### src/rtl/round_pkg.sv
// Shared types and helpers for the countdown round controller.
// Holds state encodings, BCD widths and the seconds-to-BCD constant function.
package round_pkg;

    localparam int BCD_W    = 4;
    localparam int DIGITS_W = 3 * BCD_W;

    typedef enum logic [2:0] {
        ST_IDLE  = 3'd0,
        ST_RUN   = 3'd1,
        ST_PAUSE = 3'd2,
        ST_DONE  = 3'd3
    } state_e;

    // Only ever evaluated on parameters, so it folds away at elaboration.
    function automatic logic [DIGITS_W-1:0] secs_to_bcd(input int secs);
        logic [BCD_W-1:0] hund;
        logic [BCD_W-1:0] tens;
        logic [BCD_W-1:0] ones;
        hund = BCD_W'((secs / 100) % 10);
        tens = BCD_W'((secs / 10) % 10);
        ones = BCD_W'(secs % 10);
        return {hund, tens, ones};
    endfunction

endpackage

### src/rtl/bcd_down_counter.sv
// Three-digit BCD down counter with synchronous load; load has priority over decrement.
// Saturates at 000 so a stray decrement can never wrap.
module bcd_down_counter
    import round_pkg::*;
(
    input  logic                clk_i,
    input  logic                load_i,
    input  logic [DIGITS_W-1:0] load_val_i,
    input  logic                dec_i,
    output logic [DIGITS_W-1:0] digits_o,
    output logic                is_one_o
);

    logic [DIGITS_W-1:0] digits_q;
    logic [DIGITS_W-1:0] digits_d;

    always_comb begin
        digits_d = digits_q;
        if (load_i) begin
            digits_d = load_val_i;
        end else if (dec_i && (digits_q != '0)) begin
            if (digits_q[3:0] != 4'd0) begin
                digits_d[3:0] = digits_q[3:0] - 4'd1;
            end else begin
                digits_d[3:0] = 4'd9;
                if (digits_q[7:4] != 4'd0) begin
                    digits_d[7:4] = digits_q[7:4] - 4'd1;
                end else begin
                    digits_d[7:4]  = 4'd9;
                    digits_d[11:8] = digits_q[11:8] - 4'd1;
                end
            end
        end
    end

    always_ff @(posedge clk_i) begin
        digits_q <= digits_d;
    end

    assign digits_o = digits_q;
    assign is_one_o = (digits_q == DIGITS_W'(1));

endmodule

### src/rtl/round_controller.sv
// Countdown round FSM (idle/run/pause/done) driving a BCD remaining-time display.
// Optional warning flag enabled by defining ROUND_CONTROLLER_WARN_EN.
module round_controller
    import round_pkg::*;
#(
    parameter int START_SECS = 120,
    parameter int WARN_SECS  = 10
) (
    input  logic                clk_i,
    input  logic                rst_i,
    input  logic                start_i,
    input  logic                pause_i,
    input  logic                tick_i,
    output logic [DIGITS_W-1:0] digits_o,
    output logic                running_o,
    output logic                paused_o,
    output logic                done_o,
    output logic                warn_o,
    output logic [2:0]          state_o
);

    localparam logic [DIGITS_W-1:0] START_BCD = secs_to_bcd(START_SECS);
    localparam state_e START_ST = (START_SECS == 0) ? ST_DONE : ST_RUN;

    state_e state_q, state_d;
    logic   running_q, paused_q, done_q, warn_q, warn_d;
    logic   load, dec, is_one;
    logic [DIGITS_W-1:0] digits;

    // Reset reloads the counter, so the digit register needs no reset of its own.
    assign load = rst_i || (start_i && (state_q != ST_RUN));
    assign dec  = !rst_i && (state_q == ST_RUN) && tick_i && !pause_i;

    bcd_down_counter u_counter (
        .clk_i      (clk_i),
        .load_i     (load),
        .load_val_i (START_BCD),
        .dec_i      (dec),
        .digits_o   (digits),
        .is_one_o   (is_one)
    );

    always_comb begin
        state_d = state_q;
        case (state_q)
            ST_IDLE, ST_DONE: if (start_i) state_d = START_ST;
            ST_RUN: begin
                if (pause_i)               state_d = ST_PAUSE;
                else if (tick_i && is_one) state_d = ST_DONE;
            end
            ST_PAUSE: begin
                if (start_i)       state_d = START_ST;
                else if (!pause_i) state_d = ST_RUN;
            end
            default: state_d = ST_IDLE;
        endcase
    end

`ifdef ROUND_CONTROLLER_WARN_EN
    localparam logic [DIGITS_W-1:0] WARN_BCD    = secs_to_bcd(WARN_SECS);
    localparam logic [DIGITS_W-1:0] WARN_BCD_P1 = secs_to_bcd(WARN_SECS + 1);

    // Predict the post-edge digit value so Warn lines up with Digits.
    always_comb begin
        warn_d = 1'b0;
        if ((state_d == ST_RUN) || (state_d == ST_PAUSE)) begin
            if (load)     warn_d = (START_BCD <= WARN_BCD);
            else if (dec) warn_d = (digits <= WARN_BCD_P1);
            else          warn_d = (digits <= WARN_BCD);
        end
    end
`else
    assign warn_d = 1'b0;
`endif

    always_ff @(posedge clk_i) begin
        if (rst_i) begin
            state_q   <= ST_IDLE;
            running_q <= 1'b0;
            paused_q  <= 1'b0;
            done_q    <= 1'b0;
            warn_q    <= 1'b0;
        end else begin
            state_q   <= state_d;
            running_q <= (state_d == ST_RUN);
            paused_q  <= (state_d == ST_PAUSE);
            done_q    <= (state_d == ST_DONE);
            warn_q    <= warn_d;
        end
    end

    assign digits_o  = digits;
    assign running_o = running_q;
    assign paused_o  = paused_q;
    assign done_o    = done_q;
    assign warn_o    = warn_q;
    assign state_o   = state_q;

endmodule

### config.mk
export PLATFORM = sky130hd
export DESIGN_NAME = round_controller
export DESIGN_NICKNAME = d
export VERILOG_FILES = /design/src/rtl/round_pkg.sv /design/src/rtl/bcd_down_counter.sv /design/src/rtl/round_controller.sv
export SDC_FILE = /design/constraint.sdc
export NUM_CORES = 1
export LEC_CHECK = 0
export CELL_PAD_IN_SITES_DETAIL_PLACEMENT = 0
export CELL_PAD_IN_SITES_GLOBAL_PLACEMENT = 1
export CORE_UTILIZATION = 25
export DETAILED_ROUTE_END_ITERATION = 10
export GPL_TIMING_DRIVEN = 0
export PLACE_DENSITY = 0.61
export SLEW_MARGIN = 10
export SYNTH_ARGS = -nofsm -noshare
export SYNTH_HDL_FRONTEND = slang
export SYNTH_HIERARCHICAL = 1
export SYNTH_SLANG_ARGS = --single-unit
### constraint.sdc
create_clock -name clk_i -period 3.7 [get_ports clk_i]
set_clock_uncertainty 0.05 [all_clocks]
set_input_delay 0.37 -clock clk_i [delete_from_list [all_inputs] [get_ports clk_i]]
set_output_delay 0.37 -clock clk_i [all_outputs]
set_load 0.02 [all_outputs]
# Yosys cells after proc, flatten, opt, wreduce, memory -nomap -nowiden

Index checks and enable logic that the tools add are counted.

Register bits: 18
Logic and storage cells: 44
Output and inout port bits: 19
Input port bits: 5

Add/subtract/negate cells: 3
Equal/unequal tests: 8
Reduce and logical (&&, ||, !) cells: 16
Bitwise logic cells: 2
Mux-type cells: 8

Operators by type and width:

| kind                                                                    | count |
|---|---|
| 3-bit two-way mux                                                       | 5 |
| 12-bit by 1-bit equality test with 1-bit output (second input constant) | 1 |
| 3-bit by 2-bit equality test with 1-bit output (second input constant)  | 4 |
| 12-bit nonzero test                                                     | 1 |
| 4-bit by 1-bit subtractor with 4-bit output (second input constant)     | 3 |
| 3-bit case mux with 3 select lines                                      | 1 |
| 4-bit two-way mux                                                       | 2 |
| 4-bit nonzero test                                                      | 2 |
| 3-bit by 1-bit equality test with 1-bit output (second input constant)  | 2 |
| 1-bit logical AND                                                       | 6 |
| 3-bit zero test                                                         | 1 |
| 3-bit by 1-bit != test with 1-bit output (second input constant)        | 1 |
| 3-bit AND reduction                                                     | 1 |
| 1-bit zero test                                                         | 2 |
| 1-bit NOT                                                               | 2 |
| 2-bit AND reduction                                                     | 1 |
| 2-bit OR reduction                                                      | 1 |
| 1-bit logical OR                                                        | 1 |

# Logic depth before layout (Yosys ltp)

Gate-level depths: netlist of run 1.

Depth in word-level cells: 6
Depth in mapped cells: 7
Mapped depth without buffers: 7

# Hierarchy

The synthesis of run 1 kept the hierarchy.

By module, submodules not included:

| module           | seq. area each (µm²) | area an instance (µm²) | cells an instance | instances |
|---|---|---|---|---|
| bcd_down_counter | 360.3                | 728.2                  | 71                | 1 |
| round_controller | 120.1                | 276.5                  | 29                | 1 |

# Least setup slack after synthesis of run 1

OpenSTA, ideal clock, no wires.

Path kind: register to register
Start point: register state_q[0] (netlist: state_o[0])
End point: register u_counter.digits_q[10] (netlist: u_counter/digits_o[10]), enable pin
Setup time: 252 ps
Clock period less this slack: 1,986 ps
Cell stages (with the launch flop): 6
Path buffers: 2
Path slack: 1,714 ps
Required time: 3,398 ps
Arrival time: 1,684 ps
Path through: dfxtp_1 > or3b_1 > a21o_2 > clkbuf_1 > clkbuf_1 > a41o_2

Elaborated cells on any way between the ends: 9
Classes of those cells: 2 x eq/ne; 7 x reduce/logical

RTL lines:

| what                                     | line                   | text |
|---|---|---|
| start, declared                          | round_controller.sv:25 | `state_e state_q, state_d;` |
| start signal, assigned                   | round_controller.sv:84 | `state_q <= state_d;` |
| 3-bit by 1-bit != test with 1-bit output | round_controller.sv:31 | `assign load = rst_i \|\| (start_i && (state_q != ST_RUN));` |
| 1-bit logical AND                        | round_controller.sv:31 |  |
| 1-bit logical OR                         | round_controller.sv:31 |  |
| net load                                 | round_controller.sv:27 | `logic load, dec, is_one;` |
| end signal, assigned                     | bcd_down_counter.sv:37 | `digits_q <= digits_d;` |
| end, declared                            | bcd_down_counter.sv:14 | `logic [DIGITS_W-1:0] digits_q;` |

The timed path passes the listed nets, and every way through them passes these cells.
A chain may end at the register's enable or synchronous reset.

# Final worst setup path of run 1

Start point: input port rst_i
End point: register u_counter.digits_q[1] (netlist: u_counter/digits_o[1]), enable pin

Elaborated cells on any way between the ends: 6
Classes of those cells: 6 x reduce/logical

RTL lines:

| what             | line                   | text |
|---|---|---|
| start, declared  | round_controller.sv:10 | `input logic rst_i,` |
| 1-bit logical OR | round_controller.sv:31 |  |
| net load         | round_controller.sv:27 |  |

The timed path passes the listed nets, and every way through them passes these cells.

==> run_results.csv, run 1 <==
group,metric,value,unit
route,wl_met3,69,µm
global_routing,antenna_found_initial,0,
power,power_leakage,0.000527,µW
finish,final-seq-area,480,µm²
global_routing,grt-ovfl-total,0,
clock_tree,cts_buffers,3,
setup_path,cp.required,3.60,ns
route,antenna_left,0,
finish,fin_nets,146,
clock_tree,path_clk_slew,0.07,ns
finish,mostFrequentLayoutCell,"clkdlybuf4s50_1",
clock_tree,htreeDepth,1,
clock_tree,cts_hold_buf,0,
synthesis,syn_avg_cell_area,10.0,µm²
finish,finalInstanceArea,1390,µm²
clock_tree,cts_resized,0,
clock_tree,clock_latency,0.25,ns
timing,worstMarginPinSlew,0.609,ns
route,vias_per_cell,4.37,
synthesis,ys_ff_latch,18,
global_routing,first_global_vias,739,
power,p_per_area,393,nW/µm²
route,initialDrtViolationCount,7,
setup_path,end_kind,"flip-flop",
synthesis,ys_types,36,
floorplanning,die_area,4280,µm²
job,drv.max_cap_violation_count,0,
clock_tree,clock_sinks,18,
placement,gp_congestion,0.729,
route,wl_met2,967,µm
clock_tree,cts_root_buf,"clkbuf_8",
timing,rsz0062_at_grt,"no",
synthesis,ys_seq_area_share,47.8,%
route,postRouteWirelength,2060,µm
route,highest_layer,"met3",
placement,place_hpwl,1520,µm
setup_path,worstPathArrival,2.03,ns
route,wl_per_cell,11.0,µm
clock_tree,cts_tree,"done",
finish,drive_above_1_share,12.3,%
timing,max_freq,468,MHz
floorplanning,start_util,26.8,%
outcome,outcome,"completed",
floorplanning,row_count,22,
timing,finalMaxSlewViolations,0,
global_routing,grt_pass1_wl,3460,µm
finish,n_antenna_cell,0,
finish,area_delta_synth_final,37.9,%
route,drc,0,
power,irDropWorstVdd,0.121,mV
timing,setup_violations,0,
synthesis,synth-edff-count,12,
finish,final_util,37.0,%
clock_tree,clk_path_buf_depth,2,
timing,hold_violations,0,
global_routing,grt_use_total,10.5,%
clock_tree,post_cts_buffers,0,
floorplanning,core-area,3740,µm²
timing,timing.setup.tns,0,ns
route,num_vias,813,
timing,fin_crit_sh,57.7,%
synthesis,synth_warnings,6,
finish,multi_input_area,536,µm²
synthesis,async_flop_share,0,%
route,dr.pass1.iters,4,
placement,port_buffers,22,
timing,holdWs,0.583,ns
finish,nFillCells,408,
timing,slew-limit-headroom,58.8,%
synthesis,synth_top_flop_cell,"edfxtp_1",
route,wl_met1,1020,µm
power,fin_total_pwr,544,µW
placement,place_area,1330,µm²
floorplanning,die_y,65.4,µm
finish,mostFrequentLayoutCells,"clkdlybuf4s50_1 (22), conb_1 (14), nand2_1 (12), edfxtp_1 (12), o21ai_0 (10)",
synthesis,syn_inst,100,
setup_path,start_kind,"input pin",
timing,min_period,2.14,ns
floorplanning,io_pins,24,
floorplanning,die_x,65.4,µm
min_path,hold_class,"flip-flop to flip-flop",
synthesis,synth_area,1000,µm²
setup_path,crit_fanout,10,
global_routing,grt_max_degree,11,
setup_path,path_class,"input pin to flip-flop",
-- final timing paths --
path	from	to	slack (ns)	cells past startpoint
worst max register to register	state_o[0]	u_counter/digits_o[7]	1.57	5
worst min-delay path	state_o[0]	state_o[0]	0.58	2
worst max-delay path	rst_i	u_counter/digits_o[1]	1.56	5
worst min register to register	state_o[0]	state_o[0]	0.58	2
-- metrics by stage --
step | setup slack, ns | instances
after floorplan | 1.71 | 112
after global placement | 1.25 | 182
after detailed placement | 1.24 | 182
after CTS | 1.52 | 186
after global routing | 1.43 | 186
final | 1.56 | 186
-- worst max-delay path, stage by stage --
cell and delay, ns:
clkdlybuf4s50_1 0.60, a21o_2 0.14, clkbuf_1 0.27, clkbuf_1 0.42, a21o_1 0.24
-- layout make-up --
type	instances	area share, %
plain buffers	4	1.36
flip-flops and latches	18	34.7
inverters	4	1.08
repair buffers	22	15.9
multi-input cells	86	38.7
well taps	48	4.34
clock buffers	4	3.97
-- state kept, by name, indices dropped and copies added, names as in the netlist --
signal / cells
done_o: 1
paused_o: 1
running_o: 1
state_o: 3
u_counter/digits_o: 12
-- cell usage after synthesis (3+ instances only) --
master,n,area [µm²]
inv_1,4,15.0
nor2_1,8,30.0
nand2_1,12,45.0
edfxtp_1,12,360
o21ai_0,10,50.1
mux2_2,3,33.8
a21oi_1,4,20.0
nor3_1,4,20.0
clkbuf_1,3,11.3
dfxtp_1,6,120
nor4b_1,3,26.3
-- logic make-up after synthesis --
logic type,Yosys count,synth area share (%)
AO/OA/AOI/OAI,23,15.4
XOR/XNOR,3,2.62
adder cells (fa/ha/maj),2,2.49
flip-flops,18,47.8
buffers and inverters,8,3.36
AND/OR/NAND/NOR,41,24.2
other,2,0.747
multiplexers,3,3.36
-- where the power goes --
group	switching, µW	internal (µW)	leakage [µW]
logic	61.0	61.5	0.000326
clock network	65.8	94.5	0.0000288
registers	24.5	237	0.000172
-- layer usage --
| metal | up-vias | GRT usage [%] |
|---|---|---|
| met4 | 0 | 3.26 |
| li1 | 425 | - |
| met1 | 371 | 13.9 |
| met3 | 0 | 2.08 |
| met5 | - | 0 |
| met2 | 17 | 17.1 |
No activity file was read; power rests on OpenSTA's default activity.
==> run 2: changes to the inputs <==
PLACE_DENSITY = 0.63   (was 0.61)
clock period = 1.86 ns   (was 3.7 ns; I/O delays follow)
==> run 2 against run 1 <==
  * Combinational power is 130% higher
  * Via count up 2.5%
  * Clock power rose by 76%
  * Critical path type is now flip-flop to flip-flop
  * Hold slack got worse by 0.071 ns
  * Cell count rose by 1.6%
  * Highest routed layer unchanged
  * Register-to-register slack got worse by 1.5 ns
  * Worst setup slack got worse by 1.5 ns
==> run_results.csv, run 2 (same netlist as run 1, synthesis figures left out) <==
group,metric,value,unit
outcome,outcome,"completed",
timing,setup_violations,0,
route,drc,0,
finish,mostFrequentLayoutCells,"clkdlybuf4s50_1 (22), conb_1 (14), nand2_1 (12), edfxtp_1 (12), o21ai_0 (10)",
clock_tree,cts_buffers,3,
power,fin_total_pwr,1070,µW
floorplanning,die_y,65.4,µm
timing,rsz0062_at_grt,"yes",
power,power_leakage,0.000559,µW
finish,fin_nets,149,
placement,dp_cells,182,
global_routing,first_global_vias,796,
route,wl_per_cell,11.8,µm
global_routing,antenna_found_initial,0,
timing,hold_violations,0,
clock_tree,cts_tree,"done",
finish,mostFrequentLayoutCell,"clkdlybuf4s50_1",
global_routing,grt_use_total,11.5,%
finish,post_layout_nonfiller_instances,189,
floorplanning,die_area,4280,µm²
clock_tree,cts_root_buf,"clkbuf_8",
job,drv.max_cap_violation_count,0,
route,postRouteWirelength,2220,µm
power,p_per_area,743,nW/µm²
clock_tree,clk_path_buf_depth,2,
floorplanning,core-area,3740,µm²
placement,port_buffers,22,
route,num_vias,833,
min_path,hold_class,"flip-flop to flip-flop",
setup_path,end_kind,"flip-flop",
floorplanning,io_pins,24,
floorplanning,row_count,22,
timing,fin_crit_sh,97.5,%
global_routing,grt_pass1_wl,3710,µm
timing,timing.setup.tns,0,ns
timing,min_period,1.81,ns
finish,n_antenna_cell,0,
clock_tree,clock_latency,0.25,ns
clock_tree,clock_sinks,18,
finish,area_delta_synth_final,43.7,%
power,irDropWorstVdd,0.257,mV
timing,finalMaxSlewViolations,0,
setup_path,start_kind,"flip-flop",
setup_path,path_class,"flip-flop to flip-flop",
placement,gp_congestion,0.716,
placement,place_hpwl,1590,µm
finish,largest_reg_flops,12,
clock_tree,path_clk_slew,0.07,ns
setup_path,worstPathArrival,1.91,ns
route,initialDrtViolationCount,21,
route,antenna_left,0,
global_routing,grt-ovfl-total,0,
clock_tree,htreeDepth,1,
route,vias_per_cell,4.41,
global_routing,grt_max_degree,11,
route,dr.pass1.iters,3,
setup_path,cp.required,1.96,ns
setup_path,crit_fanout,4,
floorplanning,start_util,26.8,%
finish,drive_above_1_share,20.6,%
floorplanning,die_x,65.4,µm
timing,max_freq,552,MHz
finish,final_util,38.6,%
-- run 2: cell types whose count changed in the layout (fill, tap and decap cells not counted), moves of 2 or more --
cell	previous run	this run
dfxtp_1	6	3
buf_4	1	5
clkbuf_1	3	1
dfxtp_2	0	2
-- run 2: cell type report --
class	instances	area (µm²)
fillers	386	2300
multi-input cells	86	558
flip-flops and latches	18	487
repair buffers	26	250
well taps	48	60.1
clock buffers	4	45.0
plain buffers	3	28.8
inverters	4	15.0
-- run 2: stage by stage --
step	setup WS [ns]	instance area, µm²	hold WS [ns]
after floorplan	0.0157	1060	0.201
after global placement	-0.375	1340	0.478
after detailed placement	-0.376	1340	0.493
after CTS	0.00360	1430	0.510
after global routing	-0.00778	1440	0.540
final	0.0474	1440	0.512
-- run 2: what timing repair did --
action	4_1_cts	5_1_grt
gates cloned	0	0
resized for setup	6	3
pin swaps	0	3
setup endpoints to repair	16	15
hold buffers	0	0
buffers inserted	3	1
-- run 2: report_power, final --
part           leakage (µW)  switching [µW]  internal (µW)
Combinational      0.000363             137            141
Clock             0.0000228             129            152
Sequential         0.000174            44.3            470
-- run 2: metal layers --
metal / GRT usage [%] / up-vias / share of wire [%]
li1: - / 428 / -
met2: 18.0 / 11 / 46
met1: 15.5 / 394 / 51
met4: 4.08 / 0 / 0
met5: 0 / - / 0
met3: 2.60 / 0 / 2.8
-- run 2: path summary, 6_finish.rpt --
kind                                       startpoint          to  slack (ns)  depth (start not counted)
worst min-delay path                       state_o[0]  state_o[0]        0.51                          2
worst max register to register  u_counter/digits_o[6]   running_o        0.05                          6
worst min register to register             state_o[0]  state_o[0]        0.51                          2
worst max-delay path            u_counter/digits_o[6]   running_o        0.05                          6
-- run 2: critical path: stages, from the launching register on --
cell	delay [ns]
edfxtp_1	0.43
nor4_4	0.38
and2_4	0.20
and4b_1	0.18
a21oi_1	0.07
o32a_2	0.22
and3b_1	0.17
==> run 3: changes to the inputs <==
CORE_MARGIN = 2   (was default)
==> run 3 against run 2 <==
  * Utilization down 0.49 points
  * Critical endpoint unchanged
  * Combinational power rose by 3%
  * Wire length is 2.7% lower
  * Critical path type unchanged
==> run_results.csv, run 3 (same netlist as run 1, synthesis figures left out) <==
group,metric,value,unit
floorplanning,die_x,67.4,µm
timing,rsz0062_at_grt,"yes",
setup_path,path_cells,"nor4_4 -> and2_4 -> and4b_1 -> a21oi_2 -> o32a_4 -> and3b_1",
global_routing,grt_max_degree,11,
setup_path,worstPathArrival,1.91,ns
floorplanning,row_count,23,
finish,nFillCells,388,
floorplanning,die_area,4540,µm²
global_routing,grt_use_total,10.2,%
finish,drive_above_1_share,23.1,%
clock_tree,clk_path_buf_depth,2,
route,drc,0,
setup_path,r2r-end,"running_o",
power,irDropWorstVdd,0.327,mV
timing,timing.setup.tns,0,ns
clock_tree,clock_sinks,18,
route,initialDrtViolationCount,14,
route,antenna_left,0,
route,wl_per_cell,11.2,µm
finish,area_delta_synth_final,49.4,%
global_routing,grt-ovfl-total,0,
setup_path,crit_end,"running_o",
setup_path,worstReg2RegStart,"u_counter/digits_o[4]",
route,num_vias,837,
setup_path,end_kind,"flip-flop",
setup_path,critPathBufInv,0,
setup_path,r2r_slack,0.05,ns
timing,min_period,1.81,ns
placement,gp_congestion,0.727,
power,power_leakage,0.000585,µW
global_routing,grt_pass1_wl,3560,µm
setup_path,cp.required,1.96,ns
timing,max_freq,552,MHz
timing,setup_violations,0,
clock_tree,clock_latency,0.25,ns
setup_path,crit_path_start,"u_counter/digits_o[4]",
clock_tree,cts_hold_buf,0,
setup_path,start_kind,"flip-flop",
min_path,hold_class,"flip-flop to flip-flop",
clock_tree,htreeDepth,1,
floorplanning,io_pins,24,
setup_path,crit_family,"simple AND/OR/NAND/NOR gates",
timing,fin_crit_sh,97.4,%
timing,hold_violations,0,
timing,finalMaxSlewViolations,0,
clock_tree,path_clk_slew,0.07,ns
setup_path,slowest_delay,0.43,ns
global_routing,first_global_vias,801,
power,p_per_area,745,nW/µm²
clock_tree,cts_root_buf,"clkbuf_8",
finish,n_antenna_cell,0,
setup_path,critPathSlowestCell,"edfxtp_1",
finish,mostFrequentLayoutCells,"clkdlybuf4s50_1 (22), conb_1 (14), nand2_1 (12), edfxtp_1 (12), o21ai_0 (10)",
global_routing,antenna_found_initial,0,
clock_tree,cts_buffers,3,
outcome,outcome,"completed",
finish,multi_input_area,588,µm²
finish,mostFrequentLayoutCell,"clkdlybuf4s50_1",
setup_path,reg2regPathDepth,6,
power,fin_total_pwr,1120,µW
floorplanning,core-area,3940,µm²
setup_path,crit_fanout,4,
floorplanning,die_y,67.4,µm
setup_path,path_class,"flip-flop to flip-flop",
finish,largest_reg_flops,12,
clock_tree,cts_tree,"done",
finish,final-seq-area,487,µm²
placement,port_buffers,22,
setup_path,path_depth,6,
job,drv.max_cap_violation_count,0,
route,dr.pass1.iters,4,
route,postRouteWirelength,2160,µm
placement,place_hpwl,1560,µm
route,vias_per_cell,4.34,
finish,fin_nets,151,
floorplanning,start_util,25.5,%
==> run 3: changes by cell type in the layout (fill, tap and decap cells not counted), sizes merged <==
cell  change
buf       +2
==> run 3: timing repair <==
item / CTS / global route
setup buffers: 2 / 4
hold endpoints to repair: 0 / 0
setup endpoints to repair: 15 / 15
pin swaps: 0 / 3
gates resized for setup: 6 / 7
cloned: 0 / 0
==> run 3: per-stage QoR <==
step                      std cells  utilization, %  area (µm²)  hold WS, ns  setup WS, ns
after global placement          184            34.0        1340        0.492        -0.367
after detailed placement        184            34.0        1340        0.491        -0.384
final                           193            38.1        1500        0.502        0.0487
after floorplan                 112               -        1060        0.201        0.0157
after global routing            193            38.1        1500        0.553       -0.0366
after CTS                       189            36.3        1430        0.510       0.00409
==> run 3: power breakdown <==
part	total, µW	internal (µW)	leakage, µW	switching [µW]
Sequential	515	470	0.000174	45.0
Clock	319	188	0.0000288	132
Combinational	285	147	0.000382	138
==> run 3: metal layers <==
metal  GRT usage [%]  part of all wire [%]
met1            13.1                    48
met3            2.50                   4.1
met2            17.1                    48
met5               0                     0
met4            3.06                  0.37
==> run 3: cell type report <==
cell class / instances / share of cell area [%]
Multi-Input combinational cell: 86 / 39.2
Sequential cell: 18 / 32.4
Timing Repair Buffer: 28 / 17.7
Tap cell: 50 / 4.17
Inverter: 4 / 1.00
Buffer: 3 / 1.92
Clock buffer: 4 / 3.67
==> run 3: worst reg2reg max path: stages, from the launching register on <==
cell	delay, ns
edfxtp_1	0.43
nor4_4	0.37
and2_4	0.20
and4b_1	0.21
a21oi_2	0.06
o32a_4	0.22
and3b_1	0.17
==> run 3: worst min path at each step <==
stage	from	to	cells after the start
detailed placement	state_o[0]	state_o[0]	2
floorplan	rst_i	state_o[1]	1
global route	state_o[0]	state_o[0]	2
finish	state_o[0]	state_o[0]	2
global placement	state_o[0]	state_o[0]	2
CTS	state_o[0]	state_o[0]	2
